$ cat config.mk
export PLATFORM = sky130hd
export DESIGN_NAME = ddr_wr_dqs_gen
export DESIGN_NICKNAME = d
export VERILOG_FILES = /design/src/rtl/ddr_wr_pkg.sv /design/src/rtl/ddr_wr_phase_cnt.sv /design/src/rtl/ddr_wr_dqs_gen.sv
export SDC_FILE = /design/constraint.sdc
export NUM_CORES = 1
export LEC_CHECK = 0
export ABC_AREA = 1
export CAP_MARGIN = 20
export CORE_ASPECT_RATIO = 1.75
export CORE_MARGIN = 5
export CORE_UTILIZATION = 40
export DETAILED_ROUTE_END_ITERATION = 10
export PLACE_DENSITY = 0.75
export SYNTH_ARGS = -nofsm -noshare
export SYNTH_HDL_FRONTEND = slang
export SYNTH_HIERARCHICAL = 1
export SYNTH_SLANG_ARGS = --single-unit
$ cat constraint.sdc
create_clock -name SCLK -period 1.93 [get_ports SCLK]
set_input_delay 0.386 -clock SCLK [delete_from_list [all_inputs] [get_ports SCLK]]
set_output_delay 0.386 -clock SCLK [all_outputs]
set_load 0.005 [all_outputs]
$ cat src/rtl/ddr_wr_pkg.sv
// ddr_wr_pkg: shared states, counter width and burst helpers for the DDR write DQS generator
package ddr_wr_pkg;
  typedef enum logic [2:0] {IDLE, WLAT, PRE, DATA, POST} state_t;
  localparam int CNT_W = 5;
  localparam int BL_SHORT = 4;
  localparam int BL_LONG = 8;
  function automatic int data_cycles(input int bl);
    return bl / 2;
  endfunction
endpackage

$ cat src/rtl/ddr_wr_phase_cnt.sv
// ddr_wr_phase_cnt: loadable down-counter timing each burst phase, terminal flag at count 1
module ddr_wr_phase_cnt
  import ddr_wr_pkg::*;
(
  input  logic             clk,
  input  logic             rst,
  input  logic             load,
  input  logic [CNT_W-1:0] load_val,
  output logic [CNT_W-1:0] cnt_d,
  output logic             tc
);
  logic [CNT_W-1:0] cnt;
  assign cnt_d = load ? load_val : cnt - 1'b1;
  assign tc = cnt == CNT_W'(1);
  always_ff @(posedge clk) cnt <= rst ? '0 : cnt_d;
endmodule

$ cat src/rtl/ddr_wr_dqs_gen.sv
// ddr_wr_dqs_gen: sequences one DDR write burst (latency, preamble, data, postamble) per accepted request
module ddr_wr_dqs_gen
  import ddr_wr_pkg::*;
#(
  parameter int DQ_WIDTH = 8,
  parameter int DM_WIDTH = 1,
  parameter int WL       = 5,
  parameter int BL       = 8,
  parameter int PRE_CYC  = 1,
  parameter int POST_CYC = 1
) (
  input  logic                  SCLK,
  input  logic                  RST,
  input  logic                  WRITE,
  output logic                  READY,
  output logic                  DATA_REQ,
  input  logic [2*DQ_WIDTH-1:0] DIN,
  input  logic [2*DM_WIDTH-1:0] DMIN,
  output logic [DQ_WIDTH-1:0]   DQ_R,
  output logic [DQ_WIDTH-1:0]   DQ_F,
  output logic [DM_WIDTH-1:0]   DM_R,
  output logic [DM_WIDTH-1:0]   DM_F,
  output logic                  DQS_R,
  output logic                  DQS_F,
  output logic                  DQS_OE,
  output logic                  DQ_OE,
  output logic                  DONE,
  output logic                  ERR
);
  if (WL <= PRE_CYC || WL > 31 || (BL != BL_SHORT && BL != BL_LONG) ||
      PRE_CYC < 1 || PRE_CYC > 2 || POST_CYC < 1 || POST_CYC > 2) begin : g_bad_params
    $error("ddr_wr_dqs_gen: illegal WL/BL/PRE_CYC/POST_CYC combination");
  end
  localparam logic [CNT_W-1:0] WLAT_LEN = CNT_W'(WL - PRE_CYC - 1);
  localparam logic [CNT_W-1:0] PRE_LEN  = CNT_W'(PRE_CYC);
  localparam logic [CNT_W-1:0] DATA_LEN = CNT_W'(data_cycles(BL));
  localparam logic [CNT_W-1:0] POST_LEN = CNT_W'(POST_CYC);
  localparam logic [CNT_W-1:0] ONE      = CNT_W'(1);
  state_t           state, state_n;
  logic             load, tc;
  logic [CNT_W-1:0] load_val, cnt_d;
  ddr_wr_phase_cnt u_cnt (
    .clk(SCLK), .rst(RST), .load(load), .load_val(load_val), .cnt_d(cnt_d), .tc(tc)
  );
  always_comb begin
    state_n = state;
    load_val = '0;
    unique case (state)
      IDLE: if (WRITE) begin
        state_n = (WLAT_LEN != '0) ? WLAT : PRE;
        load_val = (WLAT_LEN != '0) ? WLAT_LEN : PRE_LEN;
      end
      WLAT: if (tc) begin
        state_n = PRE;
        load_val = PRE_LEN;
      end
      PRE: if (tc) begin
        state_n = DATA;
        load_val = DATA_LEN;
      end
      DATA: if (tc) begin
        state_n = POST;
        load_val = POST_LEN;
      end
      POST: if (tc) state_n = IDLE;
      default: state_n = IDLE;
    endcase
    load = (state_n != state) || (state_n == IDLE);
  end
  // Outputs are decoded from the next state so they are registered yet aligned to it
  always_ff @(posedge SCLK) begin
    if (RST) begin
      state    <= IDLE;
      READY    <= 1'b1;
      DATA_REQ <= 1'b0;
      DQS_R    <= 1'b0;
      DQS_OE   <= 1'b0;
      DQ_OE    <= 1'b0;
      DONE     <= 1'b0;
      ERR      <= 1'b0;
      DQ_R     <= '0;
      DQ_F     <= '0;
      DM_R     <= '0;
      DM_F     <= '0;
    end else begin
      state    <= state_n;
      READY    <= state_n == IDLE;
      DATA_REQ <= (state_n == PRE && cnt_d == ONE) || (state_n == DATA && cnt_d != ONE);
      DQS_R    <= state_n == DATA;
      DQS_OE   <= state_n inside {PRE, DATA, POST};
      DQ_OE    <= state_n == DATA;
      DONE     <= state_n == POST && cnt_d == ONE;
      ERR      <= WRITE && !READY;
      if (DATA_REQ) begin
        DQ_R <= DIN[DQ_WIDTH-1:0];
        DQ_F <= DIN[2*DQ_WIDTH-1:DQ_WIDTH];
        DM_R <= DMIN[DM_WIDTH-1:0];
        DM_F <= DMIN[2*DM_WIDTH-1:DM_WIDTH];
      end
    end
  end
  assign DQS_F = 1'b0;
endmodule

[Word level (Yosys, flattened, before mapping)]
Index checks and enable logic that the tools add are counted.
W data, S select, Z words.
Word-level totals
  flip-flop bits (word level): 32
  word-level logic and storage cells: 46
Operators by class
  $add $sub $neg: 1
  reduce and logical (&&, ||, !) cells: 11
  multiplexer cells: 11
  equality and inequality tests: 11
Operators with widths (count)
  $mux W3: 6
  $pmux W3 S5: 1
  $eq A3 B2 Y1 const B: 4
  $eq A5 B1 Y1 const B: 2
  $pmux W3 S3: 1
  $eq A3 B3 Y1 const B: 2
  $logic_not A3 Y1: 2
  $mux W5: 1
  $ne A5 B1 Y1 const B: 1
  $sub A5 B1 Y5 const B: 1
  $logic_and A1 B1 Y1: 4
  $eq A3 B1 Y1 const B: 1
  $ne A3 B3 Y1: 1
  $reduce_bool A3 Y1: 1
  $logic_or A1 B1 Y1: 2
  $mux W2: 1
  $reduce_or A2 Y1: 1
  $logic_not A1 Y1: 1
  $mux W1: 1

[Longest topological paths before layout]
Gate-level depths: netlist (run 1).
  depth in word-level cells: 9
  mapped depth: 23

[By module]
Netlist (run 1), hierarchy kept.
Modules (own cells, without submodules)
  ddr_wr_dqs_gen: area an instance 1051.0 µm², cells each 142, sequential area each 540.5 µm², times used 1
  ddr_wr_phase_cnt: area an instance 296.5 µm², cells each 48, sequential area each 100.1 µm², times used 1

[Worst setup path after synthesis (run 1)]
Ideal clock, no wire load.
  kind: register to register
  from: register u_cnt.cnt[1]
  to: register DATA_REQ
  clock period less this slack: 2.085 ns
  data required time: 1.812 ns
  cell stages (with the launch flop): 22
  path slack: -0.155 ns
  path buffers: 0
  data arrival time: 1.967 ns
  path through: dfxtp_1 inv_1 ha_1 nand2_1 nor2_1 a21oi_1 nand2_1 nand2_2 inv_2 nand3_2 nand2_1 inv_1 o21ai_0 inv_1 inv_1 nand2_1 nor2_1 nand2_1 inv_1 nand2_1 nand2_1 nor2_1
Between the ends
  cells in the longest elaborated chain, start to end: 9
  elaborated cells on any way between the ends: 21
Ends and longest elaborated chain
  from (decl): line ddr_wr_phase_cnt.sv:12  | logic [CNT_W-1:0] cnt;
  from (signal assigned): line ddr_wr_phase_cnt.sv:15  | always_ff @(posedge clk) cnt <= rst ? '0 : cnt_d;
  $eq A5 B1 Y1 *: line ddr_wr_phase_cnt.sv:14  | assign tc = cnt == CNT_W'(1);
  via tc: line ddr_wr_dqs_gen.sv:40  | logic load, tc;
  $mux W3 (on tied branches)
  $pmux W3 S5 *: line ddr_wr_dqs_gen.sv:48  | unique case (state)
  $ne A3 B3 Y1 or $logic_not A3 Y1 (tied branches): line ddr_wr_dqs_gen.sv:68  | load = (state_n != state) || (state_n == IDLE);
  $logic_or A1 B1 Y1 *: line ddr_wr_dqs_gen.sv:68
  via load: line ddr_wr_dqs_gen.sv:40
  $mux W5 *: line ddr_wr_phase_cnt.sv:13  | assign cnt_d = load ? load_val : cnt - 1'b1;
  via cnt_d[1]: line ddr_wr_dqs_gen.sv:41  | logic [CNT_W-1:0] load_val, cnt_d;
  $eq A5 B1 Y1 or $ne A5 B1 Y1 (tied branches): line ddr_wr_dqs_gen.sv:88  | DATA_REQ <= (state_n == PRE && cnt_d == ONE) || (state_n == DATA && cnt_d != ONE);
  $logic_and A1 B1 Y1: line ddr_wr_dqs_gen.sv:88
  $logic_or A1 B1 Y1 *: line ddr_wr_dqs_gen.sv:88
  to (signal assigned): line ddr_wr_dqs_gen.sv:88
  to (decl): line ddr_wr_dqs_gen.sv:16  | output logic DATA_REQ,
The timed path passes the listed nets; every way through them passes the cells marked *.
A chain may end at the register's enable or synchronous reset.

[Final worst setup path (run 1)]
Ends and elaborated chain as after synthesis.

==> results of run 1 <==
worst max-delay path: cells and delay by family (launching register included):
family / cells / cell delay (ns)
simple gates: 14 / 1.27
buf+inv: 5 / 0.36
fa+ha+maj: 1 / 0.13
flops: 1 / 0.33
timing repair:
item	in CTS	in global routing
pin swaps	14	1
gates cloned	1	0
setup endpoints to repair	3	7
buffers inserted	2	1
gates resized for setup	13	5
cell families (layout without fill, tap and decap cells):
group                      Yosys count  after routing  synth area share [%]
buffers and inverters               30            100                  9.75
and+or+nand+nor                     99             99                  30.6
AOI/OAI and AO/OA                   26             26                  9.93
adders and majority gates            2              2                  1.86
other                                1              3                 0.278
DFF                                 32             32                  47.5
metrics by stage:
stage | hold WS, ns | utilization [%]
6_report | 0.412 | 64.8
4_1_cts | 0.423 | 63.9
5_1_grt | 0.446 | 64.8
3_5_place_dp | 0.407 | 59.8
3_3_place_gp | 0.409 | 59.8
2_1_floorplan | 0.413 | -
final cells by class:
| type | count | area [µm²] |
|---|---|---|
| Clock inverter | 2 | 12.5 |
| Tap cell | 45 | 56.3 |
| Timing Repair Buffer | 69 | 631 |
| Clock buffer | 5 | 68.8 |
| Inverter | 23 | 86.3 |
| Multi-Input combinational cell | 130 | 651 |
| Fill cell | 280 | 1170 |
| Sequential cell | 32 | 643 |
| Timing Repair inverter | 1 | 7.51 |
per-layer routing:
metal / wire length (µm) / part of all wire (%) / vias up
met5: 0 / 0 / -
met4: 169 / 4.9 / 0
met3: 251 / 7.3 / 13
met2: 1810 / 53 / 45
met1: 1190 / 35 / 638
li1: - / - / 724
placed cells by master, fill, tap and decap left out, drive strengths merged:
| master | Yosys | layout |
|---|---|---|
| conb | 1 | 3 |
| clkbuf | 3 | 5 |
| ha | 2 | 2 |
| clkinvlp | 0 | 2 |
| buf | 4 | 24 |
| or2 | 2 | 2 |
| nor2 | 59 | 59 |
| nand3 | 9 | 9 |
| nor3 | 2 | 2 |
| o21ai | 23 | 23 |
| a21oi | 3 | 3 |
| nand4 | 1 | 1 |
| clkdlybuf4s50 | 0 | 45 |
| dfxtp | 32 | 32 |
| clkinv | 1 | 2 |
| nand2 | 26 | 26 |
| inv | 22 | 22 |
where the power goes:
part	internal [mW]	total [mW]	switching, mW
registers	0.693	0.718	0.0242
clock network	0.244	0.484	0.240
logic	0.210	0.393	0.184
state kept, by name, summed over array words and instances (netlist names):
register / flops
DQ_F: 8
DQ_R: 8
u_cnt/cnt: 5
state: 3
DATA_REQ: 1
DM_F: 1
DM_R: 1
DONE: 1
DQS_OE: 1
DQ_OE: 1
ERR: 1
READY: 1
final timing paths:
path	depth (start not counted)	slack, ns	from	end
worst min-delay path	1	0.41	READY	ERR
worst min register to register	1	0.41	READY	ERR
worst max-delay path	20	-0.27	u_cnt/cnt[1]	DATA_REQ
worst max register to register	20	-0.27	u_cnt/cnt[1]	DATA_REQ
==> summary by stage, run 1 <==
Outcome
The flow ran to the end, but the final reports show violations. The checks that failed: negative setup slack.

Critical path
The cell repeated most along the worst path is sky130_fd_sc_hd__nand2_1. The type of origin of the critical path is a flop. The worst setup path is captured at a flop. Traced cell by cell, the critical path runs through inv_2 -> ha_4 -> nand2_4 -> nor2_4 -> inv_2 -> nand2_2 -> nor2_4 -> nor2_2 -> nand3_4 -> nand2_4 -> clkinvlp_4 -> or2_0 -> nand2_1 -> inv_1 -> nor2_1 -> nand2_1 -> inv_1 -> nand2_1 -> nand2_1 -> nor2_1. The stage delay of the slowest cell on the critical path is approximately 0.33 ns. Among all stages on the critical path, the largest delay is contributed by sky130_fd_sc_hd__dfxtp_2. The data required time of the critical path is 2.10 ns. Along the worst path, the maximum fanout reaches 5. For the worst setup path, the data arrival time is between 2 and 2.5 ns. The worst setup path is of the reg2reg kind.

Yosys
By instance count, the leading cell after synthesis is sky130_fd_sc_hd__nor2_1. In the post-synthesis netlist, the biggest area contributors are sky130_fd_sc_hd__dfxtp_1 (48%), sky130_fd_sc_hd__nor2_1 (16%), sky130_fd_sc_hd__o21ai_0 (7.8%). Yosys printed 6 warnings. The synthesized design spends more area on one cell type than any other, namely sky130_fd_sc_hd__dfxtp_1.

The mapped netlist covers about 1300 µm². The fraction of post-synthesis cell area in the top cell type by area is between 40% and 50%. The fraction of the yosys area taken by sequential cells is ~48%. The synthesized flop and latch total is 32. The commonest cells after synthesis are sky130_fd_sc_hd__nor2_1 (56), sky130_fd_sc_hd__dfxtp_1 (32), sky130_fd_sc_hd__nand2_1 (25). The main flop type after synthesis is sky130_fd_sc_hd__dfxtp_1. The mean post-synth cell area is 7.09 µm². The post-synthesis instance total is between 150 and 200. Counting flops with an async set or reset pin after synthesis yields a share of 0%. Yosys mapped the design onto 24 distinct sky130hd cell types. In this run, synthesis inferred 0 flip-flops with an integrated enable.

Placement
The cell area reported after detailed placement is roughly 2000 µm². The worst slack at placement is -0.325 ns. The congestion estimate from routability-driven global placement came to about 0.91. After legalization and detailed placement, the total HPWL measured about 2600 µm. The number of cells in the design after placement is 296. The count of buffers inserted at the top-level ports is 45.

Global routing
The number of global-route vias before repair is roughly 1300. The first global-routing pass estimated between 5000 and 6000 µm of wire. The global routing stage identified its most utilized layer as met2. For met2 alone, demand over resource in global routing was a little over a quarter. The initial antenna violation count came to 0. The largest net degree at the start of global routing is 20. The remaining global-route overflow is 0.

The met3 global-route usage is under 10%. Global routing used 16.9% of the available tracks across all layers. The met1 usage in global routing is 16.8%.

CTS
CTS built an H-tree with a depth of 2. Buffers inserted during clock tree synthesis total 5. The clock latency of the later-clocked register in the worst-skew pair is around 0.28 ns. Clock-pin slew was measured on the worst setup and hold paths at approximately 0.060 ns. For this design, the CTS-stage hold fixing added 0 buffers.

The clock sink count is 32. The buffer cell driving the clock tree root is sky130_fd_sc_hd__clkbuf_8. TritonCTS built the clock tree. The clock passes through at most 2 buffers.

Flow run
The max-capacitance violation count is 0.

Drt
In the final routed layout, each cell accounts on average for 11.2 µm. The count of nets left with antenna violations once routing finished came out at 0. The iteration-0 DRC count of the detailed router is 23. The via count is around 1400. The number of vias per cell is 4.63.

For this run, design rule violations remaining after detail routing come to 0. The first-pass iteration count of the detailed router is 4. The total wirelength of the detailed-routed design is approximately 3400 µm.

Timing
The final-report hold violation count was 0. For this run, the top clock speed supported by timing is ~0.45 GHz. Subtracting the final worst setup slack from the clock period gives approximately 2.2 ns. The final worst setup slack is -0.271 ns.

The total count of max-transition violations in the final report is 0. Setup repair after global routing could not meet its margin everywhere. The portion of the clock cycle consumed by the worst path in the final layout is 114%. The total negative setup slack is -0.461 ns. On the final layout, the worst clock skew is about 0.0065 ns. The count of endpoints failing setup in the final report is 2.

Die
The core area is ~3300 µm². The overall die area is around 4700 µm². The number of top-level design ports is 47. In this run the core area contains 28 standard-cell rows.

The die height is just under 90 µm. Once the floorplan was initialized, standard cells occupied roughly two fifths of the core. The die is about 54 µm wide.

Finish
The post-route non-filler standard cell count is 307. Once layout is done, the placed cells without fillers occupy 2160 µm². The layout-stage area growth over the synthesis result is 60.0%. At the end of the flow, the number of nets in the layout was 285. The number of antenna diodes in the final layout is 0. Of the cells placed in the final design, the portion with a size suffix greater than 1 is 21.4%.

Worst hold path
The tightest min-delay check is of the reg2reg type.

Power and ir drop
The total power consumption of the routed design is about 1.6 mW. Across the VDD grid, the largest voltage drop is 0.563 mV. Power spread over the standard cell area amounts to approximately 740 nW/µm². The leakage power of the design is approximately 1 nW.
Note: power is estimated with default switching activity, not from simulation.
==> inputs of run 2 (changes only) <==
--- a/config.mk
+++ b/config.mk
@@ -16,3 +16,4 @@
 export SYNTH_HDL_FRONTEND = slang
 export SYNTH_HIERARCHICAL = 1
 export SYNTH_SLANG_ARGS = --single-unit
+export TNS_END_PERCENT = 30
==> summary by stage, run 2 (synthesis results as in run 1) <==
Critical path
By startpoint and endpoint, the worst setup path is classified as reg2reg. The data required time of the critical path is 2.10 ns (about the same). The type of origin of the critical path is a flop. The worst-path maximum fanout was 5 (unchanged). The cell type group with the largest total delay on the critical path is simple AND/OR/NAND/NOR gates. For this design, the slowest cell found on the critical path is sky130_fd_sc_hd__dfxtp_2.

The worst endpoint data arrival time was 2.37 ns (about the same). The count of buffering cells on the critical path with inverters included is 5 (unchanged). The stage delay of the slowest cell on the critical path was 0.33 ns (about the same). STA classifies the critical path endpoint as a flop. In this design, the critical path's most frequently occurring cell is sky130_fd_sc_hd__nand2_1. The signal on the critical path passes through inv_2 -> ha_4 -> nand2_4 -> nor2_4 -> inv_2 -> nand2_2 -> nor2_4 -> nor2_2 -> nand3_4 -> nand2_4 -> clkinvlp_4 -> or2_0 -> nand2_1 -> inv_1 -> nor2_1 -> nand2_1 -> inv_1 -> nand2_1 -> nand2_1 -> nor2_1.

Finish
The largest registers in the layout are DQ_F x8, DQ_R x8, u_cnt/cnt x5. The layout net count is 285 (unchanged). The fraction of final layout cells with drive strength greater than 1 is 21.4% (unchanged). The layout-stage area growth over the synthesis result was 60.0% (unchanged). The number of fill cells in the layout is 280 (unchanged). The library cell used most frequently in the layout, excluding fill and tap cells, is sky130_fd_sc_hd__nor2_1. The number of diodes was 0 (unchanged).

The end-of-flow core utilization is 64.8% (unchanged). The area of the multi-input gates came to 651 µm² (unchanged). In the layout the commonest cells are sky130_fd_sc_hd__nor2_1 (53), sky130_fd_sc_hd__clkdlybuf4s50_1 (45), sky130_fd_sc_hd__dfxtp_1 (30). The sequential cell area is 643 µm² (unchanged).

The final standard cell area without fillers was 2160 µm² (unchanged).

Timing
The clock skew is 0.00646 ns (unchanged). The total count of max-transition violations in the final report is 0 (unchanged). The final worst setup slack is -0.271 ns (unchanged). Setup repair after global routing could not meet its margin everywhere. The count of endpoints failing setup in the final report is 2 (unchanged). The final-report hold violation count came to 0 (unchanged). The portion of the clock cycle consumed by the worst path in the final layout is 114% (unchanged). The achievable frequency came to 0.454 GHz (unchanged). The final critical path time including I/O delays and setup is 2.20 ns (unchanged).

CTS
The maximum clock insertion buffer count was 2 (unchanged). The H-tree depth is 2 (unchanged). The clock latency of the later-clocked register in the worst-skew pair is 0.28 ns (about the same). CTS placed an instance of sky130_fd_sc_hd__clkbuf_8 at the clock tree root. TritonCTS built the clock tree. The clock-pin slew of the registers on the worst-case setup and hold paths is 0.06 ns (about the same). The CTS buffer count came to 5 (unchanged).

The clock sink count is 32 (unchanged).

Drt
The count of antenna-violating nets left after detailed routing came to 0 (unchanged). The via count was 1420 (unchanged). The number of vias per cell is 4.63 (unchanged). The total DRC errors in the routed layout is 0 (unchanged).

The per-cell routed wire length was 11.2 µm (unchanged). The iteration-0 DRC count of the detailed router is 13 (-43%). The first-pass iteration count of the detailed router came to 4 (unchanged). The total wirelength of the detailed-routed design came to 3430 µm (unchanged).

Placement
The worst slack at placement was -0.325 ns (unchanged). The cell area reported after detailed placement was 1990 µm² (unchanged). The count of buffers inserted at the top-level ports is 45 (unchanged).

The detailed placement HPWL is 2600 µm (unchanged). The routability congestion estimate from global placement is 0.912 (unchanged).

Die
The starting density of the core was 40.5% (unchanged). The die height is 86.8 µm (unchanged). The number of top-level design ports is 47 (unchanged). The count of standard-cell rows is 28 (unchanged). The overall die area is 4680 µm² (unchanged). The die outline width is 53.9 µm (unchanged). The core area is 3330 µm² (unchanged).

Power and ir drop
The total power consumption of the routed design was 1.59 mW (unchanged). The worst ir drop on vdd is 0.563 mV (unchanged). The leakage power of the design is 0.990 nW (unchanged). The power density over the cells came to 740 nW/µm² (unchanged).

Worst hold path
The worst hold path belongs to the class reg2reg.

Global routing
The remaining global-route overflow came to 0 (unchanged). The initial antenna violation count is 0 (unchanged). The total global routing track utilization is 16.9% (unchanged). The first-pass GRT wire length is 5670 µm (unchanged). The largest net degree at the start of global routing is 20 (unchanged).

The number of global-route vias before repair is 1339 (unchanged).

Flow run
The max-capacitance violation count came to 0 (unchanged).

Outcome
The checks that failed: negative setup slack. The flow ran to the end, but the final reports show violations.
[run 2: power by group]
group | total, mW | internal, mW | switching (mW)
sequential | 0.718 | 0.693 | 0.0242
clock | 0.484 | 0.244 | 0.240
combinational | 0.393 | 0.210 | 0.184
total | 1.59 | 1.15 | 0.448
[run 2: stage by stage]
stage | hold slack (ns) | cells | TNS [ns]
global placement | 0.409 | 296 | -0.445
CTS | 0.423 | 306 | -0.455
global route | 0.446 | 307 | -1.22
detailed placement | 0.407 | 296 | -0.584
floorplan | 0.413 | 192 | -0.0524
finish | 0.412 | 307 | -0.461
[run 2: what timing repair did]
| action | 4_1_cts | 5_1_grt |
|---|---|---|
| buffers inserted | 2 | 1 |
| resized for setup | 13 | 5 |
| pin swaps | 14 | 1 |
| gates cloned | 1 | 0 |
| hold buffers | 0 | 0 |
| endpoints found under the setup margin | 3 | 7 |
[run 2: area by class of cell]
class | count | area share, %
multi-input combinational | 130 | 30.2
clock inverter | 2 | 0.580
timing repair inverter | 1 | 0.348
timing repair buffer | 69 | 29.3
tap | 45 | 2.61
sequential | 32 | 29.8
inverter | 23 | 4.00
clock buffer | 5 | 3.19
[run 2: worst paths after layout]
kind / start / cells after the start / endpoint / slack, ns
max: u_cnt/cnt[1] / 20 / DATA_REQ / -0.27
max reg2reg: u_cnt/cnt[1] / 20 / DATA_REQ / -0.27
min: READY / 1 / ERR / 0.41
min reg2reg: READY / 1 / ERR / 0.41
[run 2: per-layer routing]
| metal | vias to the layer above | share of wire (%) | global-route usage [%] |
|---|---|---|---|
| li1 | 724 | - | - |
| met1 | 638 | 35 | 16.8 |
| met2 | 45 | 53 | 27.3 |
| met3 | 13 | 7.3 | 6.37 |
| met4 | 0 | 4.9 | 12.8 |
| met5 | - | 0 | 0 |
